<file path="src/rtl/led_frame_scheduler_if.sv">
// Request bus from the pattern producers plus the serial LED chain outputs.
interface led_frame_scheduler_if #(parameter int NUM_REQ = 2) ();
  logic [NUM_REQ-1:0]    req_valid;
  logic [16*NUM_REQ-1:0] req_data;
  logic [NUM_REQ-1:0]    req_ready;
  logic                  out_data;
  logic                  shift_en;
  logic                  latch;
  logic                  busy;
  logic                  frame_done;

  modport master (output req_valid, req_data,
                  input  req_ready, out_data, shift_en, latch, busy, frame_done);
  modport slave  (input  req_valid, req_data,
                  output req_ready, out_data, shift_en, latch, busy, frame_done);
endinterface

</file>
<file path="src/rtl/led_frame_scheduler.sv">
// Round-robin LED frame scheduler: byte-swapped MSB-first shift, latch pulse, idle refresh.
// Optional BLINK_EN macro adds blink_mask input and periodic masked/forced re-sends.
module led_frame_scheduler #(
  parameter int NUM_REQ        = 2,
  parameter int REFRESH_CYCLES = 1024
`ifdef BLINK_EN
  , parameter int BLINK_CYCLES = 4096
`endif
) (
  input logic clk,
  input logic rst,
`ifdef BLINK_EN
  input logic [15:0] blink_mask,
`endif
  led_frame_scheduler_if.slave bus
);
  localparam int PW = $clog2(NUM_REQ);
  localparam int CW = (REFRESH_CYCLES > 1) ? $clog2(REFRESH_CYCLES) : 1;
  localparam logic [CW-1:0] RMAX = (REFRESH_CYCLES > 0) ? CW'(REFRESH_CYCLES - 1) : '0;

  localparam logic [1:0] IDLE  = 2'd0;
  localparam logic [1:0] SHIFT = 2'd1;
  localparam logic [1:0] LATCH = 2'd2;

  logic [1:0]    state;
  logic [15:0]   sreg;
  logic [15:0]   last_frame;
  logic [3:0]    bit_cnt;
  logic          out_r;
  logic [PW-1:0] rr_ptr;
  logic [PW-1:0] gnt_idx;
  logic [CW-1:0] refresh_cnt;
  logic          found;
  logic          any_valid;
  logic          refresh_due;
  logic          refresh_go;
  logic [15:0]   sel_data;
  logic [15:0]   load_src;
  logic [15:0]   masked;
  logic [15:0]   load_frame;

  // First valid requester after rr_ptr, wrapping modulo NUM_REQ.
  always_comb begin
    logic [PW:0] idx;
    found   = 1'b0;
    gnt_idx = '0;
    idx     = '0;
    for (int k = 1; k <= NUM_REQ; k++) begin
      idx = {1'b0, rr_ptr} + (PW+1)'(k);
      if (idx >= (PW+1)'(NUM_REQ)) idx = idx - (PW+1)'(NUM_REQ);
      if (!found && bus.req_valid[idx[PW-1:0]]) begin
        found   = 1'b1;
        gnt_idx = idx[PW-1:0];
      end
    end
  end

  always_comb begin
    bus.req_ready = '0;
    if (state == IDLE && found) bus.req_ready[gnt_idx] = 1'b1;
  end

  always_comb begin
    sel_data = bus.req_data[15:0];
    for (int i = 1; i < NUM_REQ; i++)
      if (gnt_idx == PW'(i)) sel_data = bus.req_data[16*i +: 16];
  end

  assign any_valid   = |bus.req_valid;
  assign refresh_due = (REFRESH_CYCLES != 0) && (refresh_cnt == RMAX);
  assign load_src    = found ? sel_data : last_frame;

`ifdef BLINK_EN
  localparam int BW = $clog2(BLINK_CYCLES + 1);
  logic [BW-1:0] blink_cnt;
  logic          blink_phase;
  logic          force_refresh;

  // A toggle arms a forced re-send; a toggle in the same cycle as a taken refresh re-arms it.
  always_ff @(posedge clk) begin
    if (rst) begin
      blink_cnt     <= '0;
      blink_phase   <= 1'b0;
      force_refresh <= 1'b0;
    end else if (blink_cnt == BW'(BLINK_CYCLES - 1)) begin
      blink_cnt     <= '0;
      blink_phase   <= ~blink_phase;
      force_refresh <= 1'b1;
    end else begin
      blink_cnt <= blink_cnt + 1'b1;
      if (refresh_go) force_refresh <= 1'b0;
    end
  end

  assign masked     = blink_phase ? (load_src & ~blink_mask) : load_src;
  assign refresh_go = (state == IDLE) && !any_valid && (refresh_due || force_refresh);
`else
  assign masked     = load_src;
  assign refresh_go = (state == IDLE) && !any_valid && refresh_due;
`endif

  assign load_frame = {masked[7:0], masked[15:8]};

  // The first bit is driven straight from the load so bits occupy the 16 SHIFT cycles.
  always_ff @(posedge clk) begin
    if (rst) begin
      state      <= IDLE;
      sreg       <= '0;
      last_frame <= '0;
      bit_cnt    <= '0;
      out_r      <= 1'b0;
      rr_ptr     <= PW'(NUM_REQ - 1);
    end else begin
      case (state)
        IDLE: if (found || refresh_go) begin
          out_r   <= load_frame[15];
          sreg    <= {load_frame[14:0], 1'b0};
          bit_cnt <= '0;
          state   <= SHIFT;
          if (found) begin
            last_frame <= sel_data;
            rr_ptr     <= gnt_idx;
          end
        end
        SHIFT: begin
          bit_cnt <= bit_cnt + 4'd1;
          if (bit_cnt == 4'd15) begin
            state <= LATCH;
          end else begin
            out_r <= sreg[15];
            sreg  <= {sreg[14:0], 1'b0};
          end
        end
        LATCH:   state <= IDLE;
        default: state <= IDLE;
      endcase
    end
  end

  always_ff @(posedge clk) begin
    if (rst || state != IDLE) refresh_cnt <= '0;
    else if (refresh_cnt != RMAX) refresh_cnt <= refresh_cnt + 1'b1;
  end

  assign bus.out_data   = out_r;
  assign bus.shift_en   = (state == SHIFT);
  assign bus.latch      = (state == LATCH);
  assign bus.frame_done = (state == LATCH);
  assign bus.busy       = (state != IDLE);
endmodule

</file>
<file path="src/flat_wrapper.sv">
// flat-port wrapper written by rule: the top's interface ports become plain ports
module led_frame_scheduler_flat 
#(
  parameter int NUM_REQ        = 2,
  parameter int REFRESH_CYCLES = 1024

)
  (clk, rst, bus_req_valid, bus_req_data, bus_req_ready, bus_out_data, bus_shift_en, bus_latch, bus_busy, bus_frame_done);
  led_frame_scheduler_if #(.NUM_REQ(NUM_REQ)) bus_i ();
  input logic clk;
  input logic rst;
  input wire logic [$bits(bus_i.req_valid)-1:0] bus_req_valid;
  input wire logic [$bits(bus_i.req_data)-1:0] bus_req_data;
  output wire logic [$bits(bus_i.req_ready)-1:0] bus_req_ready;
  output wire logic [$bits(bus_i.out_data)-1:0] bus_out_data;
  output wire logic [$bits(bus_i.shift_en)-1:0] bus_shift_en;
  output wire logic [$bits(bus_i.latch)-1:0] bus_latch;
  output wire logic [$bits(bus_i.busy)-1:0] bus_busy;
  output wire logic [$bits(bus_i.frame_done)-1:0] bus_frame_done;
  assign bus_i.req_valid = bus_req_valid;
  assign bus_i.req_data = bus_req_data;
  assign bus_req_ready = bus_i.req_ready;
  assign bus_out_data = bus_i.out_data;
  assign bus_shift_en = bus_i.shift_en;
  assign bus_latch = bus_i.latch;
  assign bus_busy = bus_i.busy;
  assign bus_frame_done = bus_i.frame_done;
  led_frame_scheduler #(.NUM_REQ(NUM_REQ), .REFRESH_CYCLES(REFRESH_CYCLES)) u_core (.clk(clk), .rst(rst), .bus(bus_i));
endmodule
</file>
<file path="config.mk">
export PLATFORM = sky130hd
export DESIGN_NAME = led_frame_scheduler_flat
export DESIGN_NICKNAME = d
export VERILOG_FILES = /design/src/rtl/led_frame_scheduler_if.sv /design/src/rtl/led_frame_scheduler.sv /design/src/flat_wrapper.sv
export SDC_FILE = /design/constraint.sdc
export NUM_CORES = 1
export LEC_CHECK = 0
export ABC_AREA = 0
export CORE_ASPECT_RATIO = 0.8
export CORE_UTILIZATION = 35
export DETAILED_ROUTE_END_ITERATION = 8
export MAX_ROUTING_LAYER = met4
export PLACE_DENSITY = 0.64
export SYNTH_ARGS = -nofsm -noshare
export SYNTH_HDL_FRONTEND = slang
export SYNTH_SLANG_ARGS = --single-unit
</file>
<file path="constraint.sdc">
create_clock -name clk -period 1.78 [get_ports clk]
set_input_delay 0.178 -clock clk [delete_from_list [all_inputs] [get_ports clk]]
set_output_delay 0.178 -clock clk [all_outputs]
set_load 0.05 [all_outputs]
</file>
==> results.yml, run 1 <==
cells_and_area:
  drive_gt1_share_pct: 32.9
  post-route-util_pct: 49.6
  nNetsFinal: 399
  diodes: 0
  fill_cells: 695
  syn2layout_area_growth_pct: 37.6
timing:
  clock_skew_ps: 11.8
  max_freq_mhz: 589
  hold_viol_final: 0
  min_period_ps: 1700
  finalCritPeriodShare_pct: 95.4
  fin_ws_ps: 82.6
  setup_violations: 0
  drv_slew: 0
  tightest_slew_ps: 498
  max-slew-margin-rel_pct: 66.7
  fin_tns_setup_ps: 0
synth:
  syn_area_sq_mm: 0.00266
  ys_top_cells_by_area: "dfxtp_1 37%, a31o_2 5.6%, o31ai_1 4.5%"
  synth_top_area_share_pct: 36.8
  ys_types: 55
  ys_seq_elements: 49
  synth_top_cell_by_area: "dfxtp_1"
  synth_area_per_cell_sq_um: 9.15
  ys_async_sr_fraction_pct: 0
  yosys_most_used_dff: "dfxtp_1"
  netlist_instances: 291
  ys_warn_count: 0
  syn_nets: 329
  synth-seq-area-share_pct: 36.8
  synth-edff-count: 0
hold_path:
  worstHoldPathType: "flip-flop to flip-flop"
power_and_ir_drop:
  worst_ir_drop_vdd_v: 0.000324
  leakage_uw: 0.00135
  power_density_mw_per_mm2: 731
worst_setup_path:
  start_kind: "flip-flop"
  critPathKind: "flip-flop to flip-flop"
  cpMaxStageDelayCell: "dfxtp_1"
  cp_cell_sequence: "ha_2, nand3_4, o31a_1, buf_4, a2111oi_1, a31o_2"
  arrival_ps: 1960
  cp.required_ps: 2050
  slowest_delay_ps: 360
  crit_fanout: 5
  crit_family: "compound AO/OA/AOI/OAI gates"
  cp-end-kind: "flip-flop"
  worst-path-buf-inv: 1
clock_network:
  numCtsBuffers: 5
  cts-root-buf: "clkbuf_8"
  cts_tree: "built"
  ctsHoldBuffers: 0
  cts.path.max_buffers: 2
  clkTransAtPathRegs_ps: 100
  htreeDepth: 2
  cts.sinks: 49
  clock_latency_ps: 310
grt:
  grt.total_usage_pct: 20.7
  antenna_found_initial: 0
  grt-ovfl-total: 0
  grt_max_degree: 21
  first_global_vias: 2546
  grt_pass1_wl_mm: 12.7
place:
  hpwl_mm: 5.40
  gp_congestion: 0.805
  portBuffers: 42
  pre_cts_ws_ps: -239
route:
  ant_nets: 0
  wl_per_cell_microns: 16.3
  vias: 2543
  drt_iter0_markers: 139
  wl_mm: 7.59
  viasPerCell: 5.45
  drcViolationCount: 0
  drt_pass1_iterations: 4
floorplanning:
  initial_core_util_pct: 36.0
  fp.dieH_microns: 80.0
  ioPinCount: 43
  die_area_sq_mm: 0.00797
  die_w_microns: 99.5
  core_area_sq_mm: 0.00739
  num_rows: 28
run:
  maxCapViolCount: 0
outcome:
  outcome: "finished, final reports clean"
==> sequential cells by signal, indices dropped and copies added (netlist names) <==
| signal | flops |
|---|---|
| u_core.sreg | 15 |
| u_core.bus.out_data | 1 |
| u_core.refresh_cnt | 10 |
| u_core.bit_cnt | 4 |
| u_core.last_frame | 16 |
| u_core.state | 2 |
| u_core.rr_ptr | 1 |
==> cell usage in the layout, fill, tap and decap left out, types with 4 or more instances in the layout <==
cell / instances
o211ai_1: 4
buf_12: 8
a21oi_1: 11
mux2_2: 5
a31o_2: 17
nand3_1: 7
a32oi_1: 10
a21oi_2: 10
xor2_1: 4
o31ai_1: 16
nor2_1: 18
a2111oi_2: 4
dfxtp_1: 47
nand3b_1: 5
clkbuf_8: 5
clkdlybuf4s50_1: 34
a31oi_1: 8
a2111oi_1: 6
o221a_2: 5
o21ai_0: 9
buf_4: 41
nand2_1: 28
==> metrics by stage <==
stage | instance area, sq um | hold WS [ps] | std cells | total power (uW)
after floorplan | 2680 | 388 | 291 | 1690
after global placement | 3510 | 444 | 457 | 1980
after detailed placement | 3510 | 457 | 457 | 1990
after CTS | 3610 | 470 | 465 | 2670
after global routing | 3670 | 478 | 467 | 2820
final | 3670 | 473 | 467 | 2680
==> layer usage <==
metal | global-route usage, % | wire length, microns | vias up
met5 | - | 0 | -
met4 | 5.15 | 93 | 0
met3 | 2.63 | 335 | 8
met2 | 33.8 | 3450 | 55
met1 | 27.5 | 3710 | 1215
li1 | - | - | 1265
==> report_power, final <==
part | switching (uW) | internal, uW | total, uW
registers | 54.8 | 1190 | 1240
logic | 380 | 376 | 756
clock network | 403 | 280 | 683
==> kinds of logic after synthesis <==
group / synth area share (%)
AO/OA/AOI/OAI: 35.0
AND/OR/NAND/NOR: 16.5
flip-flops: 36.8
buffers and inverters: 6.25
XOR/XNOR: 1.97
multiplexers: 2.49
adder cells (fa/ha/maj): 0.939
==> layout make-up <==
| cell class | instances | area (sq um) | area share, % |
|---|---|---|---|
| timing repair buffer | 89 | 875 | 23.9 |
| multi-input combinational | 211 | 1560 | 42.6 |
| clock inverter | 3 | 21.3 | 0.580 |
| inverter | 5 | 25.0 | 0.683 |
| sequential | 49 | 983 | 26.8 |
| tap | 105 | 131 | 3.58 |
| clock buffer | 5 | 68.8 | 1.88 |
==> cell usage after synthesis, types with 5 or more instances <==
library cell  instances
buf_2                 9
clkbuf_1             10
nand3b_1              5
a31o_2               17
a2111oi_0             7
o31ai_1              16
a21oi_2              10
o221a_2               5
a32oi_1              10
nand3_1               7
a21oi_1              11
nor2_1               19
dfxtp_1              49
a31oi_1               8
o21ai_0               9
nand2_1              28
mux2_2                5
==> worst min-delay path, delay by kind of cell, from the launching register on <==
family | cells | cell delay [ps]
AND/OR/NAND/NOR | 1 | 50
flip-flops | 1 | 330
AO/OA/AOI/OAI | 1 | 60
==> path summary, 6_finish.rpt <==
check / from / to / slack, ps / depth (start not counted)
setup / recovery: u_core.refresh_cnt[1] / u_core.last_frame[5] / 80 / 6
hold / removal: u_core.sreg[1] / u_core.sreg[1] / 470 / 2
setup reg to reg: u_core.refresh_cnt[1] / u_core.last_frame[5] / 80 / 6
hold reg to reg: u_core.sreg[1] / u_core.sreg[1] / 470 / 2
==> what timing repair did <==
action                                  in CTS  in global routing
endpoints found under the setup margin       1                 19
resized for setup                            5                 17
pin swaps                                    0                  1
buffers inserted                             0                  2
(Power assumes the default switching activity.)
==> inputs of run 2 (changes only) <==
--- a/config.mk
+++ b/config.mk
@@ -6,7 +6,7 @@
 export NUM_CORES = 1
 export LEC_CHECK = 0
 export ABC_AREA = 0
-export CORE_ASPECT_RATIO = 0.8
+export CORE_ASPECT_RATIO = 1.5
 export CORE_UTILIZATION = 35
 export DETAILED_ROUTE_END_ITERATION = 8
 export MAX_ROUTING_LAYER = met4
==> run 2 against run 1 <==
  * Maximum frequency grew 0.98%
  * Non-clock buffer count grew 3
  * Register-to-register slack gained 20 ps
  * Critical path depth is the same
  * Core utilization grew 0.80 points
  * Flip-flop and latch count is the same
  * Global-route usage shrank 1.3 points
  * Worst setup slack gained 16 ps
  * Sequential share of layout area shrank 0.21 points
  * First-iteration DRC count shrank 35%
==> results.yml, run 2 (same netlist as run 1, synthesis figures left out) <==
worst_setup_path:
  critPathKind: "flip-flop to flip-flop"
  start_kind: "flip-flop"
  cp_cell_sequence: "ha_4, nand3_4, o31a_1, buf_12, a2111oi_0, a31o_2"
  cpMaxStageDelayCell: "dfxtp_1"
  cp.required_ps: 2030
  crit_fanout: 17
  cp-end-kind: "flip-flop"
  slowest_delay_ps: 380
  arrival_ps: 1930
route:
  viasPerCell: 5.58
  wl_per_cell_microns: 15.1
  ant_nets: 0
  drt_pass1_iterations: 4
  drcViolationCount: 0
  vias: 2596
  wl_mm: 7.02
  drt_iter0_markers: 91
place:
  portBuffers: 42
  placed_area_sq_mm: 0.00351
  hpwl_mm: 5.22
  placed_cells: 455
  gp_congestion: 0.805
timing:
  drv_slew: 0
  finalCritPeriodShare_pct: 94.4
  hold_ws_ps: 467
  grt_setup_unrepaired: "no"
  tightest_slew_ps: 489
  hold_viol_final: 0
  max-slew-margin-rel_pct: 67.3
  setup_violations: 0
  clock_skew_ps: 3.95
  min_period_ps: 1680
  max_freq_mhz: 595
floorplanning:
  core_area_sq_mm: 0.00732
  num_rows: 38
  initial_core_util_pct: 36.4
  ioPinCount: 43
  die_w_microns: 73.2
  die_area_sq_mm: 0.00797
  fp.dieH_microns: 109
outcome:
  outcome: "finished, final reports clean"
cells_and_area:
  diodes: 0
  fill_cells: 717
  multi_input_area_sq_mm: 0.00157
  nNetsFinal: 402
  design_area_sq_mm: 0.00369
  layout_common_cells: "48 x dfxtp_1, 47 x buf_4, 34 x clkdlybuf4s50_1"
  seq_area_sq_um: 982
  largest_register_ffs: 16
  final_cells: 465
  layout.cells.most_common: "dfxtp_1"
  largest_registers: "u_core.last_frame x16, u_core.sreg x15, u_core.refresh_cnt x10"
  syn2layout_area_growth_pct: 38.5
  drive_gt1_share_pct: 32.9
  top_register: "u_core.last_frame"
clock_network:
  clock_latency_ps: 300
  clkTransAtPathRegs_ps: 90
  cts_tree: "built"
  cts.path.max_buffers: 2
  cts-root-buf: "clkbuf_8"
  cts.sinks: 49
  numCtsBuffers: 5
  htreeDepth: 2
power_and_ir_drop:
  worst_ir_drop_vdd_v: 0.000362
  leakage_uw: 0.00137
  power_density_mw_per_mm2: 763
grt:
  antenna_found_initial: 0
  grt-ovfl-total: 0
  grt_max_degree: 22
  first_global_vias: 2512
  grt_pass1_wl_mm: 11.7
  grt.total_usage_pct: 19.4
hold_path:
  worstHoldPathType: "flip-flop to flip-flop"
run:
  maxCapViolCount: 0
## run 2: area by class of cell
type                            instances  share of cell area (%)
Clock inverter                          1                   0.814
Sequential cell                        49                    26.6
Multi-Input combinational cell        211                    42.6
Clock buffer                            7                    2.34
Timing Repair Buffer                   92                    23.7
Tap cell                              100                    3.39
Inverter                                5                   0.610
## run 2: power by group
part           switching, uW  internal, uW  leakage, uW
clock network            370           459    0.0000585
logic                    367           378     0.000905
registers               57.0          1190     0.000403
## run 2: metal layers
layer,GRT usage [%],up-vias,share of wire (%)
met5,-,-,0
li1,-,1268,-
met4,6.72,0,2.2
met1,21.7,1238,43
met3,2.96,15,4.0
met2,34.6,75,51
## run 2: worst paths after layout
path	cells past startpoint	end	slack (ps)	startpoint
hold reg to reg	2	u_core.sreg[1]	470	u_core.sreg[1]
hold / removal	2	u_core.sreg[1]	470	u_core.sreg[1]
setup reg to reg	6	u_core.last_frame[6]	100	u_core.refresh_cnt[1]
setup / recovery	6	u_core.last_frame[6]	100	u_core.refresh_cnt[1]
## run 2: critical path, delay by kind of cell, from the launching register on
kind	cells	cell delay [ps]
buffers and inverters	1	160
AO/OA/AOI/OAI	3	800
AND/OR/NAND/NOR	1	120
adder cells (fa/ha/maj)	1	170
flip-flops	1	380
## run 2: stage by stage
stage / utilization [%] / setup slack, ps / setup TNS, ps / total power (uW)
floorplan: - / -14.5 / -14.5 / 1690
finish: 50.4 / 99.0 / 0 / 2820
global route: 50.4 / 4.52 / 0 / 2960
global placement: 48.0 / -116 / -2400 / 1980
CTS: 49.7 / 2.01 / 0 / 2820
detailed placement: 48.0 / -173 / -3260 / 2000
## run 2: repair_timing
| item | 4_1_cts | 5_1_grt |
|---|---|---|
| gates resized for setup | 5 | 12 |
| endpoints found under the setup margin | 20 | 30 |
| pin swaps | 0 | 1 |
| buffers inserted | 0 | 2 |
| hold buffers | 0 | 0 |
